==> config.mk <==
export PLATFORM = sky130hd
export DESIGN_NAME = spmem_req_bridge
export DESIGN_NICKNAME = d
export VERILOG_FILES = /design/src/rtl/spmem_pkj.sv /design/src/rtl/spmem_rsp_fifo.sv /design/src/rtl/spmem_req_bridge.sv
export SDC_FILE = /design/constraint.sdc
export NUM_CORES = 1
export LEC_CHECK = 0
export BUFFER_PORTS_ARGS = -buffer_cell sky130_fd_sc_hd__buf_2
export CAP_MARGIN = 20
export CORE_MARGIN = 2
export CORE_UTILIZATION = 50
export CTS_CLUSTER_DIAMETER = 60
export DETAILED_ROUTE_END_ITERATION = 16
export GPL_TIMING_DRIVEN = 0
export PLACE_DENSITY = 0.8
export SYNTH_ARGS = -nofsm -noshare
export SYNTH_HDL_FRONTEND = slang
export SYNTH_SLANG_ARGS = --single-unit
==> constraint.sdc <==
create_clock -name clk_i -period 3.6 [get_ports clk_i]
set_input_delay 0.54 -clock clk_i [delete_from_list [all_inputs] [get_ports clk_i]]
set_output_delay 0.54 -clock clk_i [all_outputs]
set_load 0.03 [all_outputs]
==> src/rtl/spmem_pkj.sv <==
// Shared types for the sparse-memory request path.
package spmem_pkj;

    localparam int unsigned SPMEM_ADDR_W = 16;
    localparam int unsigned SPMEM_DATA_W = 32;

    // Default read latency of the sparse memory, sampling edge to data-valid.
    localparam int unsigned SPMEM_RD_LAT = 1;

    typedef logic [SPMEM_ADDR_W-1:0] addr_t;
    typedef logic [SPMEM_DATA_W-1:0] data_t;

    typedef enum logic {
        RWOP_DIS = 1'b0,
        RWOP_EN  = 1'b1
    } rwop_e;

endpackage

==> src/rtl/spmem_rsp_fifo.sv <==
// Response FIFO for returning read data. The bridge's credit scheme
// guarantees it is never pushed when full nor popped when empty.
module spmem_rsp_fifo
    import spmem_pkj::*;
#(
    parameter int unsigned DEPTH = 2
) (
    input  logic                    clk_i,
    input  logic                    rst_i,
    input  logic                    push_i,
    input  data_t                   push_data_i,
    input  logic                    pop_i,
    output logic [$clog2(DEPTH):0]  count_o,
    output data_t                   head_o
);

    localparam int unsigned PTR_W = $clog2(DEPTH);

    data_t              mem_q [DEPTH];
    data_t              mem_d [DEPTH];
    logic [PTR_W-1:0]   wr_ptr_q, wr_ptr_d;
    logic [PTR_W-1:0]   rd_ptr_q, rd_ptr_d;
    logic [PTR_W:0]     count_q, count_d;

    // Pointer, storage and occupancy update; pointers wrap naturally (power-of-two depth).
    always_comb begin
        mem_d    = mem_q;
        wr_ptr_d = wr_ptr_q;
        rd_ptr_d = rd_ptr_q;
        count_d  = count_q;
        if (push_i) begin
            mem_d[wr_ptr_q] = push_data_i;
            wr_ptr_d        = wr_ptr_q + 1'b1;
        end
        if (pop_i) begin
            rd_ptr_d = rd_ptr_q + 1'b1;
        end
        case ({push_i, pop_i})
            2'b10:   count_d = count_q + 1'b1;
            2'b01:   count_d = count_q - 1'b1;
            default: count_d = count_q;
        endcase
    end

    // Storage is cleared on reset so the head reads zero until the first push.
    always_ff @(posedge clk_i) begin
        if (rst_i) begin
            mem_q    <= '{default: '0};
            wr_ptr_q <= '0;
            rd_ptr_q <= '0;
            count_q  <= '0;
        end else begin
            mem_q    <= mem_d;
            wr_ptr_q <= wr_ptr_d;
            rd_ptr_q <= rd_ptr_d;
            count_q  <= count_d;
        end
    end

    assign count_o = count_q;
    assign head_o  = mem_q[rd_ptr_q];

endmodule

==> src/rtl/spmem_req_bridge.sv <==
// Request front-end for the sparse memory: credit-gated request acceptance,
// registered memory-side outputs, read-latency tracking and response buffering.
module spmem_req_bridge
    import spmem_pkj::*;
#(
    parameter int unsigned RD_LAT    = SPMEM_RD_LAT,
    parameter int unsigned RSP_DEPTH = 2
) (
    input  logic         clk_i,
    input  logic         rst_i,
    input  logic         req_valid_i,
    output logic         req_ready_o,
    input  logic         req_write_i,
    input  addr_t        req_addr_i,
    input  data_t        req_wdata_i,
    output logic         rsp_valid_o,
    input  logic         rsp_ready_i,
    output data_t        rsp_rdata_o,
    output logic         cs_no,
    output rwop_e        we_o,
    output rwop_e        re_o,
    output addr_t        write_address_o,
    output addr_t        read_address_o,
    output data_t        write_data_o,
    input  data_t        read_data_i,
    output logic [15:0]  rd_count_o,
    output logic [15:0]  wr_count_o
);

    localparam int unsigned CNT_W = $clog2(RSP_DEPTH) + 1;

    logic [CNT_W-1:0]   inflight_q, inflight_d;
    logic [CNT_W-1:0]   fifo_count;
    logic [CNT_W:0]     used;
    logic [RD_LAT-1:0]  rd_vld_q, rd_vld_d;
    logic               cs_n_q, cs_n_d;
    rwop_e              we_q, we_d;
    rwop_e              re_q, re_d;
    addr_t              waddr_q, waddr_d;
    addr_t              raddr_q, raddr_d;
    data_t              wdata_q, wdata_d;
    logic [15:0]        rd_cnt_q, rd_cnt_d;
    logic [15:0]        wr_cnt_q, wr_cnt_d;
    logic               req_accept;
    logic               issue_rd;
    logic               issue_wr;
    logic               rd_mature;
    logic               rsp_pop;

    // Every outstanding read owns a FIFO slot from acceptance until it is popped,
    // so data returning under backpressure always has somewhere to land.
    assign used        = {1'b0, inflight_q} + {1'b0, fifo_count};
    assign req_ready_o = !rst_i && (used < (CNT_W+1)'(RSP_DEPTH));
    assign req_accept  = req_valid_i && req_ready_o;
    assign issue_rd    = req_accept && !req_write_i;
    assign issue_wr    = req_accept && req_write_i;
    assign rd_mature   = rd_vld_q[RD_LAT-1];
    assign rsp_valid_o = (fifo_count != '0);
    assign rsp_pop     = rsp_valid_o && rsp_ready_i;

    // Next memory-side command, latency tracking, in-flight tally and counters.
    always_comb begin
        cs_n_d   = 1'b1;
        we_d     = RWOP_DIS;
        re_d     = RWOP_DIS;
        waddr_d  = waddr_q;
        raddr_d  = raddr_q;
        wdata_d  = wdata_q;
        rd_cnt_d = rd_cnt_q;
        wr_cnt_d = wr_cnt_q;
        inflight_d = inflight_q;

        if (issue_wr) begin
            cs_n_d  = 1'b0;
            we_d    = RWOP_EN;
            waddr_d = req_addr_i;
            wdata_d = req_wdata_i;
            if (wr_cnt_q != 16'hFFFF) wr_cnt_d = wr_cnt_q + 16'd1;
        end
        if (issue_rd) begin
            cs_n_d  = 1'b0;
            re_d    = RWOP_EN;
            raddr_d = req_addr_i;
            if (rd_cnt_q != 16'hFFFF) rd_cnt_d = rd_cnt_q + 16'd1;
        end

        // Stage 0 is set on the edge where the memory samples the read enable.
        rd_vld_d[0] = (re_q == RWOP_EN);
        for (int i = 1; i < RD_LAT; i++) begin
            rd_vld_d[i] = rd_vld_q[i-1];
        end

        case ({issue_rd, rd_mature})
            2'b10:   inflight_d = inflight_q + 1'b1;
            2'b01:   inflight_d = inflight_q - 1'b1;
            default: inflight_d = inflight_q;
        endcase
    end

    // State registers; reset also drops any reads still in the latency pipe.
    always_ff @(posedge clk_i) begin
        if (rst_i) begin
            cs_n_q     <= 1'b1;
            we_q       <= RWOP_DIS;
            re_q       <= RWOP_DIS;
            waddr_q    <= '0;
            raddr_q    <= '0;
            wdata_q    <= '0;
            rd_cnt_q   <= '0;
            wr_cnt_q   <= '0;
            inflight_q <= '0;
            rd_vld_q   <= '0;
        end else begin
            cs_n_q     <= cs_n_d;
            we_q       <= we_d;
            re_q       <= re_d;
            waddr_q    <= waddr_d;
            raddr_q    <= raddr_d;
            wdata_q    <= wdata_d;
            rd_cnt_q   <= rd_cnt_d;
            wr_cnt_q   <= wr_cnt_d;
            inflight_q <= inflight_d;
            rd_vld_q   <= rd_vld_d;
        end
    end

    spmem_rsp_fifo #(
        .DEPTH (RSP_DEPTH)
    ) u_rsp_fifo (
        .clk_i       (clk_i),
        .rst_i       (rst_i),
        .push_i      (rd_mature),
        .push_data_i (read_data_i),
        .pop_i       (rsp_pop),
        .count_o     (fifo_count),
        .head_o      (rsp_rdata_o)
    );

    assign cs_no           = cs_n_q;
    assign we_o            = we_q;
    assign re_o            = re_q;
    assign write_address_o = waddr_q;
    assign read_address_o  = raddr_q;
    assign write_data_o    = wdata_q;
    assign rd_count_o      = rd_cnt_q;
    assign wr_count_o      = wr_cnt_q;

endmodule

==> summary.json, run 1 <==
{
  "worst_setup_path": {
    "crit_slowest_cell": "sky130_fd_sc_hd__fa_1",
    "cp_cell_sequence": "and2_1 -> fa_1 -> nor4b_4 -> inv_2 -> nor2_4 -> inv_1 -> buf_2 -> ha_1 -> or3_1 -> a21oi_1",
    "worst_path_dominant_cell_family": "simple AND/OR/NAND/NOR gates",
    "path_class": "register to register",
    "timing.critical_path.fanout_max": 19,
    "critPathMaxStageDelay_ns": 0.47,
    "critical_path.n_buffers_inverters": 3,
    "start_kind": "register",
    "crit_required_ns": 3.95,
    "critPathCaptureType": "register",
    "timing.critical_path.arrival_ns": 3.55
  },
  "clocking": {
    "holdBufCountCts": 0,
    "htree_levels": 4,
    "cts_buffers": 17,
    "clk_transition_reported_paths_ns": 0.06,
    "tritoncts": "built",
    "maximum_clock_insertion_buffer_count": 2,
    "ctsRootBufferMaster": "sky130_fd_sc_hd__clkbuf_16",
    "cts_resized": 0,
    "tritoncts_num_sinks": 170,
    "clock_insertion_delay_worst_skew_ns": 0.43,
    "cts.repair_timing.setup_buffer_count": 0
  },
  "place": {
    "routabilityCongestion": 0.847,
    "port-buffer-count": 216,
    "post-dp-hpwl_mm": 13.9,
    "post-place-cells": 1229,
    "dpl-instance-area_sq_um": 8120
  },
  "drt": {
    "ant_nets": 0,
    "drt_drc_violations_left": 0,
    "detail_route.first_pass.iterations": 5,
    "vias": 6791,
    "post_drt_wl_per_cell_um": 15.4,
    "initialDrtViolationCount": 571,
    "drt-vias-per-instance": 5.39,
    "routed_wl_mm": 19.3
  },
  "sta": {
    "slew_headroom": 0.328,
    "finalWorstPathRequiredPeriod_ns": 3.20,
    "worstMarginPinSlew_ns": 0.999,
    "timing.final.crit_share": 0.890,
    "maxSlewViolCount": 0,
    "timing.final.hold_violations": 0,
    "clock_skew_ns": 0.00818,
    "finalSetupViolCount": 0,
    "max_clock_freq_mhz": 312,
    "grt_setup_unrepaired": "no",
    "setup_tns_ns": 0
  },
  "floorplanning": {
    "fp.dieArea_sq_um": 14600,
    "initial_utilization": 0.513,
    "num_rows": 42,
    "count_of_boundary_i_o_pins": 218,
    "fp.dieW_um": 121,
    "floorplan.die.height_um": 121,
    "core-area_sq_um": 13300
  },
  "synth": {
    "synth_flop_type": "sky130_fd_sc_hd__dfxtp_1",
    "yosys_warnings": 0,
    "post_synth_inst_count": 836,
    "ys_seq_elements": 170,
    "synth_area_leaders": "sky130_fd_sc_hd__dfxtp_1 50%, sky130_fd_sc_hd__nand2_1 15%, sky130_fd_sc_hd__a21oi_1 11%, sky130_fd_sc_hd__mux2_2 5.9%, sky130_fd_sc_hd__clkbuf_1 2.6%",
    "synth_sequential_area_ratio": 0.499,
    "synth_largest_area_cell": "sky130_fd_sc_hd__dfxtp_1",
    "synthDistinctLibCells": 47,
    "mappedNetlistArea_sq_um": 6820,
    "synth-async-reset-ratio": 0,
    "synth_fp_nets": 926,
    "post_synth_edffs": 0,
    "mean_area_per_synthesized_cell_sq_um": 8.15,
    "synth_top_cells_by_count": "269 x sky130_fd_sc_hd__nand2_1, 170 x sky130_fd_sc_hd__dfxtp_1, 151 x sky130_fd_sc_hd__a21oi_1",
    "synth_top_area_share": 0.499,
    "yosysMostFrequentCell": "sky130_fd_sc_hd__nand2_1"
  },
  "finish": {
    "fin_cells": 1259,
    "area_growth_syn_to_layout_pct": 28.1,
    "fraction_of_final_layout_cells_with_drive_strength_greater_than_1": 0.270,
    "final_design_area_no_fill_sq_um": 8730,
    "nets": 1161,
    "final_util": 0.657,
    "num_antenna_cells": 0
  },
  "global_routing": {
    "maximum_number_of_pins_on_one_net_before_global_route_repair": 17,
    "grt_pass1_vias": 6316,
    "grt_antenna_before_repair": 0,
    "grt_first_pass_wirelength_mm": 30.6,
    "grt.overflow.total": 0,
    "track_usage": 0.264
  },
  "power": {
    "seq_power_share": 0.461,
    "leakagePower_nw": 3.55,
    "p_sw_mw": 1.04,
    "power_frac_clock": 0.444,
    "power.switching_fraction": 0.245,
    "cell_internal_power_dissipation_mw": 3.20,
    "power.density_nw_per_um2": 485,
    "power.combinational.fraction": 0.095,
    "peakVddDrop_v": 0.000321
  },
  "run_status": {
    "run_status": "finished clean"
  },
  "min_path": {
    "hold_path.class": "primary input to register"
  },
  "job": {
    "drv.max_cap_violation_count": 0
  }
}
## cell usage in the layout (no fill, tap or decap), drive strengths merged, types with 2 or more instances in the layout
master,synthesis,final
nor4b,2,2
nand2,269,269
and2,4,4
o31ai,10,10
and4,4,4
nor2,15,15
a21oi,151,151
ha,4,4
nor2b,5,5
buf,7,223
a211oi,5,5
nand3b,2,2
o21a,3,3
or4,9,9
a2111oi,2,2
nand4,12,12
xnor2,3,3
xor2,2,2
and3,3,3
nand3,13,13
clkbuf,49,69
dfxtp,170,170
nor4,8,8
nor3,7,7
bufinv,0,3
o41ai,4,4
clkinv,0,6
o21ai,6,6
o311ai,3,3
or3,5,5
inv,11,12
mux2,36,36
## tightest hold or removal path, stage by stage
cell and delay, ns:
sky130_fd_sc_hd__buf_2 0.10, sky130_fd_sc_hd__nand2_1 0.05, sky130_fd_sc_hd__a21oi_1 0.05
## metal layers
layer | share of wire | track usage
met5 | 0 | 0
met4 | 0.022 | 0.108
met3 | 0.082 | 0.0797
met2 | 0.49 | 0.439
met1 | 0.41 | 0.319
## sequential cells by signal, indices dropped and copies added, names as in the netlist
| register | cells |
|---|---|
| u_rsp_fifo.count_o | 2 |
| u_rsp_fifo.wr_ptr_q | 1 |
| we_o | 1 |
| re_o | 1 |
| rd_mature | 1 |
| write_address_o | 16 |
| wr_count_o | 16 |
| rd_count_o | 16 |
| write_data_o | 32 |
| u_rsp_fifo.mem_q | 64 |
| read_address_o | 16 |
| inflight_q | 2 |
| u_rsp_fifo.rd_ptr_q | 1 |
| cs_no | 1 |
## power groups by stage
stage	clock (mW)	sequential (mW)	combinational, mW
CTS	1.90	1.95	0.401
detailed placement	0	2.00	0.399
finish	1.88	1.96	0.401
floorplan	0	2.05	0.184
global route	1.97	1.96	0.433
global placement	0	1.99	0.396
## stage by stage
stage	setup slack, ns	power (mW)	hold slack (ns)
global placement	0.00788	2.39	0.438
detailed placement	0.0374	2.40	0.444
floorplan	0.608	2.24	0.433
CTS	0.00476	4.26	0.337
global route	0.204	4.37	0.348
finish	0.396	4.24	0.352
## layout make-up
| class | count | area [sq um] |
|---|---|---|
| clock inverter | 11 | 144 |
| sequential | 170 | 3400 |
| multi-input combinational | 599 | 3160 |
| timing repair buffer | 217 | 1090 |
| tap | 176 | 220 |
| buffer | 55 | 209 |
| clock buffer | 20 | 467 |
| fill | 1164 | 4560 |
| inverter | 11 | 41.3 |
## path summary, 6_finish.rpt
kind	from	end	slack (ns)	cells after the start
max	u_rsp_fifo.count_o[0]	inflight_q[1]	0.40	10
min	req_wdata_i[30]	write_data_o[30]	0.35	3
max reg2reg	u_rsp_fifo.count_o[0]	inflight_q[1]	0.40	10
min reg2reg	write_address_o[14]	write_address_o[14]	0.45	2
## logic make-up (layout without fill, tap and decap cells)
kind of cell / count (synthesis) / in the layout / synth area share
flip-flops: 170 / 170 / 0.499
buffers and inverters: 67 / 314 / 0.0373
AND/OR/NAND/NOR: 362 / 362 / 0.232
multiplexers: 36 / 36 / 0.0595
XOR/XNOR: 5 / 5 / 0.00643
adder cells (fa/ha/maj): 5 / 5 / 0.0103
AO/OA/AOI/OAI: 191 / 191 / 0.155
(Power assumes the default switching activity.)
==> run 2: changes to the inputs <==
Settings changed: CORE_UTILIZATION 50 to 35, PLACE_DENSITY 0.8 to 0.6.
==> summary.json, run 2 (synthesis results as in run 1) <==
{
  "run_status": {
    "run_status": "finished clean"
  },
  "clocking": {
    "cts_buffers": {"value": 17, "change": "unchanged"},
    "holdBufCountCts": {"value": 0, "change": "unchanged"},
    "ctsRootBufferMaster": "sky130_fd_sc_hd__clkbuf_16",
    "tritoncts_num_sinks": {"value": 170, "change": "unchanged"},
    "clk_transition_reported_paths": {"value": 0.07, "unit": "ns", "change": "about the same"},
    "tritoncts": "built",
    "clock_insertion_delay_worst_skew": {"value": 0.42, "unit": "ns", "change": "about the same"},
    "maximum_clock_insertion_buffer_count": {"value": 2, "change": "unchanged"},
    "htree_levels": {"value": 4, "change": "unchanged"}
  },
  "floorplanning": {
    "num_rows": {"value": 51, "change": "+21%"},
    "fp.dieW": {"value": 144, "unit": "um", "change": "+19%"},
    "core-area": {"value": 19300, "unit": "sq um", "change": "+45%"},
    "fp.dieArea": {"value": 20600, "unit": "sq um", "change": "+41%"},
    "count_of_boundary_i_o_pins": {"value": 218, "change": "unchanged"},
    "initial_utilization": {"value": 0.354, "change": "-0.159"},
    "floorplan.die.height": {"value": 144, "unit": "um", "change": "+19%"}
  },
  "worst_setup_path": {
    "critical_path.n_buffers_inverters": {"value": 4, "change": "+1"},
    "worst_path_dominant_cell_family": "simple AND/OR/NAND/NOR gates",
    "path_class": "register to register",
    "cp.depth": {"value": 11, "change": "+1"},
    "timing.critical_path.arrival": {"value": 3.61, "unit": "ns", "change": "+0.06 ns"},
    "crit_slowest_cell": "sky130_fd_sc_hd__fa_1",
    "critPathCaptureType": "register",
    "critPathMaxStageDelay": {"value": 0.47, "unit": "ns", "change": "about the same"},
    "cp_cell_sequence": "and2_1 -> fa_1 -> nor4b_4 -> inv_2 -> nor2_4 -> inv_1 -> buf_2 -> buf_1 -> ha_1 -> or3_1 -> a21oi_1",
    "worstRegToRegCells": {"value": 11, "change": "+1"},
    "crit_required": {"value": 3.94, "unit": "ns", "change": "about the same"},
    "timing.critical_path.fanout_max": {"value": 10, "change": "-9"},
    "start_kind": "register"
  },
  "finish": {
    "final_util": {"value": 0.461, "change": "-0.196"},
    "largest_register": "u_rsp_fifo.mem_q",
    "mostFrequentLayoutCells": "269 x sky130_fd_sc_hd__nand2_1, 218 x sky130_fd_sc_hd__buf_2, 170 x sky130_fd_sc_hd__dfxtp_1",
    "nets": {"value": 1164, "change": "+0.26%"},
    "largest_reg_flops": {"value": 64, "change": "unchanged"},
    "fraction_of_final_layout_cells_with_drive_strength_greater_than_1": {"value": 0.271, "change": "+0.00177"},
    "seq_area": {"value": 3400, "unit": "sq um", "change": "unchanged"},
    "area_growth_syn_to_layout_pct": 30.4,
    "filler_cell_count": {"value": 2024, "change": "+74%"},
    "num_antenna_cells": {"value": 0, "change": "unchanged"},
    "commonest_non_fill_non_tap_cell_in_the_layout": "sky130_fd_sc_hd__nand2_1",
    "fin_cells": {"value": 1352, "change": "+7.4%"},
    "combined_area_of_the_multi_input_logic_cells": {"value": 3160, "unit": "sq um", "change": "unchanged"}
  },
  "drt": {
    "post_drt_wl_per_cell": {"value": 15.1, "unit": "um", "change": "-1.7%"},
    "initialDrtViolationCount": {"value": 281, "change": "-51%"},
    "routed_wl": {"value": 20.4, "unit": "mm", "change": "+5.5%"},
    "ant_nets": {"value": 0, "change": "unchanged"},
    "drt_drc_violations_left": {"value": 0, "change": "unchanged"},
    "detail_route.first_pass.iterations": {"value": 4, "change": "-1"},
    "vias": {"value": 6629, "change": "-2.4%"},
    "drt-vias-per-instance": {"value": 4.90, "change": "-9.1%"}
  },
  "place": {
    "post-place-cells": {"value": 1318, "change": "+7.2%"},
    "post-dp-hpwl": {"value": 14.9, "unit": "mm", "change": "+7.6%"},
    "port-buffer-count": {"value": 216, "change": "unchanged"},
    "routabilityCongestion": {"value": 0.768, "change": "-9.3%"}
  },
  "sta": {
    "finalSetupViolCount": {"value": 0, "change": "unchanged"},
    "finalWorstPathRequiredPeriod": {"value": 3.27, "unit": "ns", "change": "+0.0706 ns"},
    "clock_skew": {"value": 0.0109, "unit": "ns", "change": "+0.00268 ns"},
    "worstMarginPinSlew": {"value": 1.02, "unit": "ns", "change": "+0.0221 ns"},
    "slew_headroom": {"value": 0.313, "change": "-0.0149"},
    "maxSlewViolCount": {"value": 0, "change": "unchanged"},
    "grt_setup_unrepaired": "no",
    "timing.final.crit_share": {"value": 0.910, "change": "+0.0196"},
    "setup_tns": {"value": 0, "unit": "ns", "change": "unchanged"},
    "timing.final.hold_violations": {"value": 0, "change": "unchanged"},
    "max_clock_freq": {"value": 305, "unit": "MHz", "change": "-2.2%"}
  },
  "power": {
    "post-layout-total-power": {"value": 4.32, "unit": "mW", "change": "+2.0%"},
    "power.density": {"value": 487, "unit": "nW/um^2", "change": "+0.27%"},
    "leakagePower": {"value": 3.57, "unit": "nW", "change": "+0.38%"},
    "peakVddDrop": {"value": 0.000314, "unit": "V", "change": "-2.2%"}
  },
  "global_routing": {
    "track_usage": {"value": 0.196, "change": "-0.0684"},
    "maximum_number_of_pins_on_one_net_before_global_route_repair": {"value": 18, "change": "+1"},
    "grt.overflow.total": {"value": 0, "change": "unchanged"},
    "gr_met3_demand_resource": {"value": 0.0673, "change": "-0.0124"},
    "grt_pass1_vias": {"value": 6216, "change": "-1.6%"},
    "gr-max-usage-layer": "met2",
    "grt_antenna_before_repair": {"value": 1, "change": "+1"},
    "groute.layer.met1.usage": {"value": 0.256, "change": "-0.0623"},
    "grt_first_pass_wirelength": {"value": 32.0, "unit": "mm", "change": "+4.6%"},
    "grt_util_met2": {"value": 0.311, "change": "-0.128"}
  },
  "min_path": {
    "whs_path_depth": {"value": 3, "change": "unchanged"},
    "hold_path.class": "primary input to register"
  },
  "job": {
    "drv.max_cap_violation_count": {"value": 0, "change": "unchanged"}
  }
}
==> run 2: changes by cell type in the layout (fill, tap and decap cells not counted), moves of 2 or more <==
cell	before	now
sky130_fd_sc_hd__clkinv_2	4	0
sky130_fd_sc_hd__inv_6	1	5
sky130_fd_sc_hd__clkbuf_8	3	0
sky130_fd_sc_hd__inv_8	0	3
sky130_fd_sc_hd__buf_4	0	2
==> run 2: worst paths after layout <==
kind                         start  slack [ns]                   end
max          u_rsp_fifo.count_o[0]        0.33         inflight_q[1]
min                req_wdata_i[26]        0.35      write_data_o[26]
max reg2reg  u_rsp_fifo.count_o[0]        0.33         inflight_q[1]
min reg2reg   u_rsp_fifo.mem_q[27]        0.45  u_rsp_fifo.mem_q[27]
==> run 2: layout make-up <==
type	count	area share
multi-input combinational	599	0.356
clock inverter	15	0.0234
tap	265	0.0373
clock buffer	17	0.0479
inverter	11	0.00465
sequential	170	0.383
timing repair buffer	219	0.124
buffer	56	0.0239
==> run 2: metrics by stage <==
stage | hold WS [ns] | area [sq um] | setup slack [ns]
6_report | 0.351 | 8890 | 0.325
5_1_grt | 0.341 | 8890 | 0.123
4_1_cts | 0.337 | 8870 | 0.0819
3_5_place_dp | 0.443 | 8230 | -0.107
3_3_place_gp | 0.438 | 8230 | -0.0800
2_1_floorplan | 0.433 | 6820 | 0.608
==> run 2: layer usage <==
layer  share of wire  routed length (um)
met1            0.45                9110
met2            0.46                9460
met3           0.077                1580
met4           0.012                 235
met5         0.00064                  13
==> run 2: timing repair <==
item,in CTS,in global routing
cloned,0,0
setup endpoints to repair,1,1
setup buffers,0,2
gates resized for setup,1,0
pin swaps,0,1
==> run 2: where the power goes <==
part	switching (mW)	total [mW]	internal, mW
combinational	0.273	0.406	0.133
clock	0.838	1.96	1.13
sequential	0.0281	1.95	1.93
total	1.14	4.32	3.19
==> run 2: worst reg2reg max path, stage by stage, from the launching register on <==
cell and delay (ns):
sky130_fd_sc_hd__dfxtp_1 0.39, sky130_fd_sc_hd__and2_1 0.16, sky130_fd_sc_hd__fa_1 0.47, sky130_fd_sc_hd__nor4b_4 0.44, sky130_fd_sc_hd__inv_2 0.16, sky130_fd_sc_hd__nor2_4 0.16
sky130_fd_sc_hd__inv_1 0.06, sky130_fd_sc_hd__buf_2 0.17, sky130_fd_sc_hd__buf_1 0.28, sky130_fd_sc_hd__ha_1 0.41, sky130_fd_sc_hd__or3_1 0.36, sky130_fd_sc_hd__a21oi_1 0.14
==> run 3: changes to the inputs <==
Settings changed: CORE_ASPECT_RATIO set to 1.75.
==> summary.json, run 3 (synthesis results as in run 1) <==
{
  "run_status": {
    "run_status": "finished clean"
  },
  "worst_setup_path": {
    "worst_path_dominant_cell_family": "simple AND/OR/NAND/NOR gates",
    "worstRegToRegCells": {"value": 10, "change": "-1"},
    "cp_cell_sequence": "and2_1 -> fa_1 -> nor4b_4 -> inv_2 -> nor2_4 -> inv_1 -> buf_2 -> ha_1 -> or3_1 -> a21oi_1",
    "start_kind": "register",
    "crit_start": "u_rsp_fifo.count_o[0]",
    "crit_required": {"value": 3.96, "unit": "ns", "change": "+0.02 ns"},
    "cp.depth": {"value": 10, "change": "-1"},
    "path_class": "register to register",
    "timing.critical_path.fanout_max": {"value": 19, "change": "+9"},
    "timing.critical_path.arrival": {"value": 3.55, "unit": "ns", "change": "-0.06 ns"},
    "crit_slowest_cell": "sky130_fd_sc_hd__fa_1",
    "critPathMaxStageDelay": {"value": 0.47, "unit": "ns", "change": "about the same"},
    "critical_path.reg2reg.startpoint": "u_rsp_fifo.count_o[0]",
    "critical_path.n_buffers_inverters": {"value": 3, "change": "-1"},
    "worstReg2RegEnd": "inflight_q[1]",
    "critPathCaptureType": "register",
    "timing.critical_path.to": "inflight_q[1]",
    "worst-r2r-setup-slack": {"value": 0.41, "unit": "ns", "change": "+0.08 ns"}
  },
  "sta": {
    "max_clock_freq": {"value": 313, "unit": "MHz", "change": "+2.5%"},
    "clock_skew": {"value": 0.0118, "unit": "ns", "change": "+0.000976 ns"},
    "slew_headroom": {"value": 0.321, "change": "+0.00777"},
    "maxSlewViolCount": {"value": 0, "change": "unchanged"},
    "timing.final.crit_share": {"value": 0.887, "change": "-0.0225"},
    "finalWorstPathRequiredPeriod": {"value": 3.19, "unit": "ns", "change": "-0.0810 ns"},
    "setup_tns": {"value": 0, "unit": "ns", "change": "unchanged"},
    "grt_setup_unrepaired": "no",
    "timing.final.hold_violations": {"value": 0, "change": "unchanged"},
    "hold-worst-slack": {"value": 0.332, "unit": "ns", "change": "-0.0195 ns"},
    "finalSetupViolCount": {"value": 0, "change": "unchanged"},
    "final_critical_path_setup_slack": {"value": 0.406, "unit": "ns", "change": "+0.0810 ns"},
    "worstMarginPinSlew": {"value": 1.01, "unit": "ns", "change": "-0.0116 ns"}
  },
  "power": {
    "peakVddDrop": {"value": 0.000378, "unit": "V", "change": "+20%"},
    "power.switching_fraction": {"value": 0.267, "change": "+0.00413"},
    "p_sw": {"value": 1.12, "unit": "mW", "change": "-1.5%"},
    "cell_internal_power_dissipation": {"value": 3.07, "unit": "mW", "change": "-3.6%"},
    "leakagePower": {"value": 3.53, "unit": "nW", "change": "-0.89%"},
    "power.combinational.fraction": {"value": 0.096, "change": "+0.002"},
    "power.density": {"value": 477, "unit": "nW/um^2", "change": "-2.0%"},
    "power_frac_clock": {"value": 0.438, "change": "-0.016"},
    "seq_power_share": {"value": 0.466, "change": "+0.014"}
  },
  "drt": {
    "ant_nets": {"value": 0, "change": "unchanged"},
    "initialDrtViolationCount": {"value": 212, "change": "-25%"},
    "drt_drc_violations_left": {"value": 0, "change": "unchanged"},
    "detail_route.first_pass.iterations": {"value": 4, "change": "unchanged"},
    "post_drt_wl_per_cell": {"value": 15.4, "unit": "um", "change": "+2.2%"},
    "vias": {"value": 6564, "change": "-0.98%"},
    "drt-vias-per-instance": {"value": 4.95, "change": "+0.96%"},
    "routed_wl": {"value": 20.5, "unit": "mm", "change": "+0.25%"}
  },
  "clocking": {
    "clk_transition_reported_paths": {"value": 0.07, "unit": "ns", "change": "about the same"},
    "ctsRootBufferMaster": "sky130_fd_sc_hd__clkbuf_16",
    "tritoncts": "built",
    "maximum_clock_insertion_buffer_count": {"value": 2, "change": "unchanged"},
    "clock_insertion_delay_worst_skew": {"value": 0.44, "unit": "ns", "change": "+0.02 ns"},
    "holdBufCountCts": {"value": 0, "change": "unchanged"},
    "htree_levels": {"value": 4, "change": "unchanged"},
    "cts_buffers": {"value": 17, "change": "unchanged"},
    "tritoncts_num_sinks": {"value": 170, "change": "unchanged"}
  },
  "finish": {
    "area_growth_syn_to_layout_pct": 29.0,
    "final_util": {"value": 0.460, "change": "-0.00117"},
    "nets": {"value": 1161, "change": "-0.26%"},
    "commonest_non_fill_non_tap_cell_in_the_layout": "sky130_fd_sc_hd__nand2_1",
    "mostFrequentLayoutCells": "269 x sky130_fd_sc_hd__nand2_1, 218 x sky130_fd_sc_hd__buf_2, 170 x sky130_fd_sc_hd__dfxtp_1",
    "largest_reg_flops": {"value": 64, "change": "unchanged"},
    "fin_cells": {"value": 1326, "change": "-1.9%"},
    "largest_register": "u_rsp_fifo.mem_q",
    "fraction_of_final_layout_cells_with_drive_strength_greater_than_1": {"value": 0.269, "change": "-0.00202"}
  },
  "global_routing": {
    "maximum_number_of_pins_on_one_net_before_global_route_repair": {"value": 17, "change": "-1"},
    "grt.overflow.total": {"value": 0, "change": "unchanged"},
    "grt_pass1_vias": {"value": 6263, "change": "+0.76%"},
    "grt_first_pass_wirelength": {"value": 31.9, "unit": "mm", "change": "-0.24%"},
    "track_usage": {"value": 0.198, "change": "+0.00225"},
    "grt_antenna_before_repair": {"value": 2, "change": "+1"}
  },
  "place": {
    "port-buffer-count": {"value": 216, "change": "unchanged"},
    "routabilityCongestion": {"value": 0.826, "change": "+7.5%"},
    "post-place-cells": {"value": 1294, "change": "-1.8%"},
    "post-dp-hpwl": {"value": 15.2, "unit": "mm", "change": "+1.8%"},
    "detailedPlace.worstSlack": {"value": -0.0965, "unit": "ns", "change": "+0.0106 ns"}
  },
  "floorplanning": {
    "floorplan.die.height": {"value": 189, "unit": "um", "change": "+31%"},
    "count_of_boundary_i_o_pins": {"value": 218, "change": "unchanged"},
    "initial_utilization": {"value": 0.357, "change": "+0.00292"},
    "num_rows": {"value": 67, "change": "+31%"},
    "fp.dieArea": {"value": 20700, "unit": "sq um", "change": "+0.22%"},
    "core-area": {"value": 19100, "unit": "sq um", "change": "-0.82%"},
    "fp.dieW": {"value": 109, "unit": "um", "change": "-24%"}
  },
  "job": {
    "drv.max_cap_violation_count": {"value": 0, "change": "unchanged"}
  },
  "min_path": {
    "hold_path.class": "primary input to register"
  }
}
-- run 3: power by group through the flow --
stage / logic [mW] / clock network [mW] / registers [mW]
after floorplan: 0.184 / 0 / 2.05
after global placement: 0.404 / 0 / 2.00
after detailed placement: 0.405 / 0 / 2.00
after CTS: 0.407 / 1.88 / 1.95
after global routing: 0.439 / 1.95 / 1.96
final: 0.401 / 1.84 / 1.95
-- run 3: how the worst min path moves through the flow --
stage                              start                   end  slack, ns  cells past startpoint
global route              req_wdata_i[6]       write_data_o[6]       0.32                      3
CTS                       req_wdata_i[6]       write_data_o[6]       0.32                      3
finish                    req_wdata_i[4]       write_data_o[4]       0.33                      3
floorplan            u_rsp_fifo.mem_q[0]   u_rsp_fifo.mem_q[0]       0.43                      2
global placement    u_rsp_fifo.mem_q[29]  u_rsp_fifo.mem_q[29]       0.44                      2
detailed placement   u_rsp_fifo.mem_q[1]   u_rsp_fifo.mem_q[1]       0.44                      2
-- run 3: cell type report --
type	count	area [sq um]
Fill cell	1997	10300
Sequential cell	170	3400
Multi-Input combinational cell	599	3160
Timing Repair Buffer	217	1090
Clock buffer	20	457
Tap cell	241	302
Buffer	55	209
Clock inverter	12	128
Inverter	11	41.3
Antenna cell	1	2.50
-- run 3: stage by stage --
step / area, sq um / power [mW]
after global placement: 8200 / 2.40
final: 8790 / 4.19
after CTS: 8790 / 4.24
after floorplan: 6820 / 2.24
after detailed placement: 8200 / 2.40
after global routing: 8790 / 4.34
-- run 3: worst min-delay path: stages --
cell and delay [ns]:
sky130_fd_sc_hd__buf_2 0.09, sky130_fd_sc_hd__nand2_1 0.04, sky130_fd_sc_hd__a21oi_1 0.05
-- run 3: repair_timing --
action,CTS,global route
gates resized for setup,1,0
setup endpoints to repair,1,1
setup buffers,0,0
-- run 3: per-layer routing --
metal | wire [um] | track usage | share of wire | vias up
met1 | 7950 | 0.207 | 0.39 | 3009
li1 | - | - | - | 3339
met4 | 476 | 0.0759 | 0.023 | 2
met3 | 1140 | 0.0571 | 0.056 | 28
met2 | 10900 | 0.363 | 0.53 | 186
met5 | 19 | 0 | 0.00093 | -
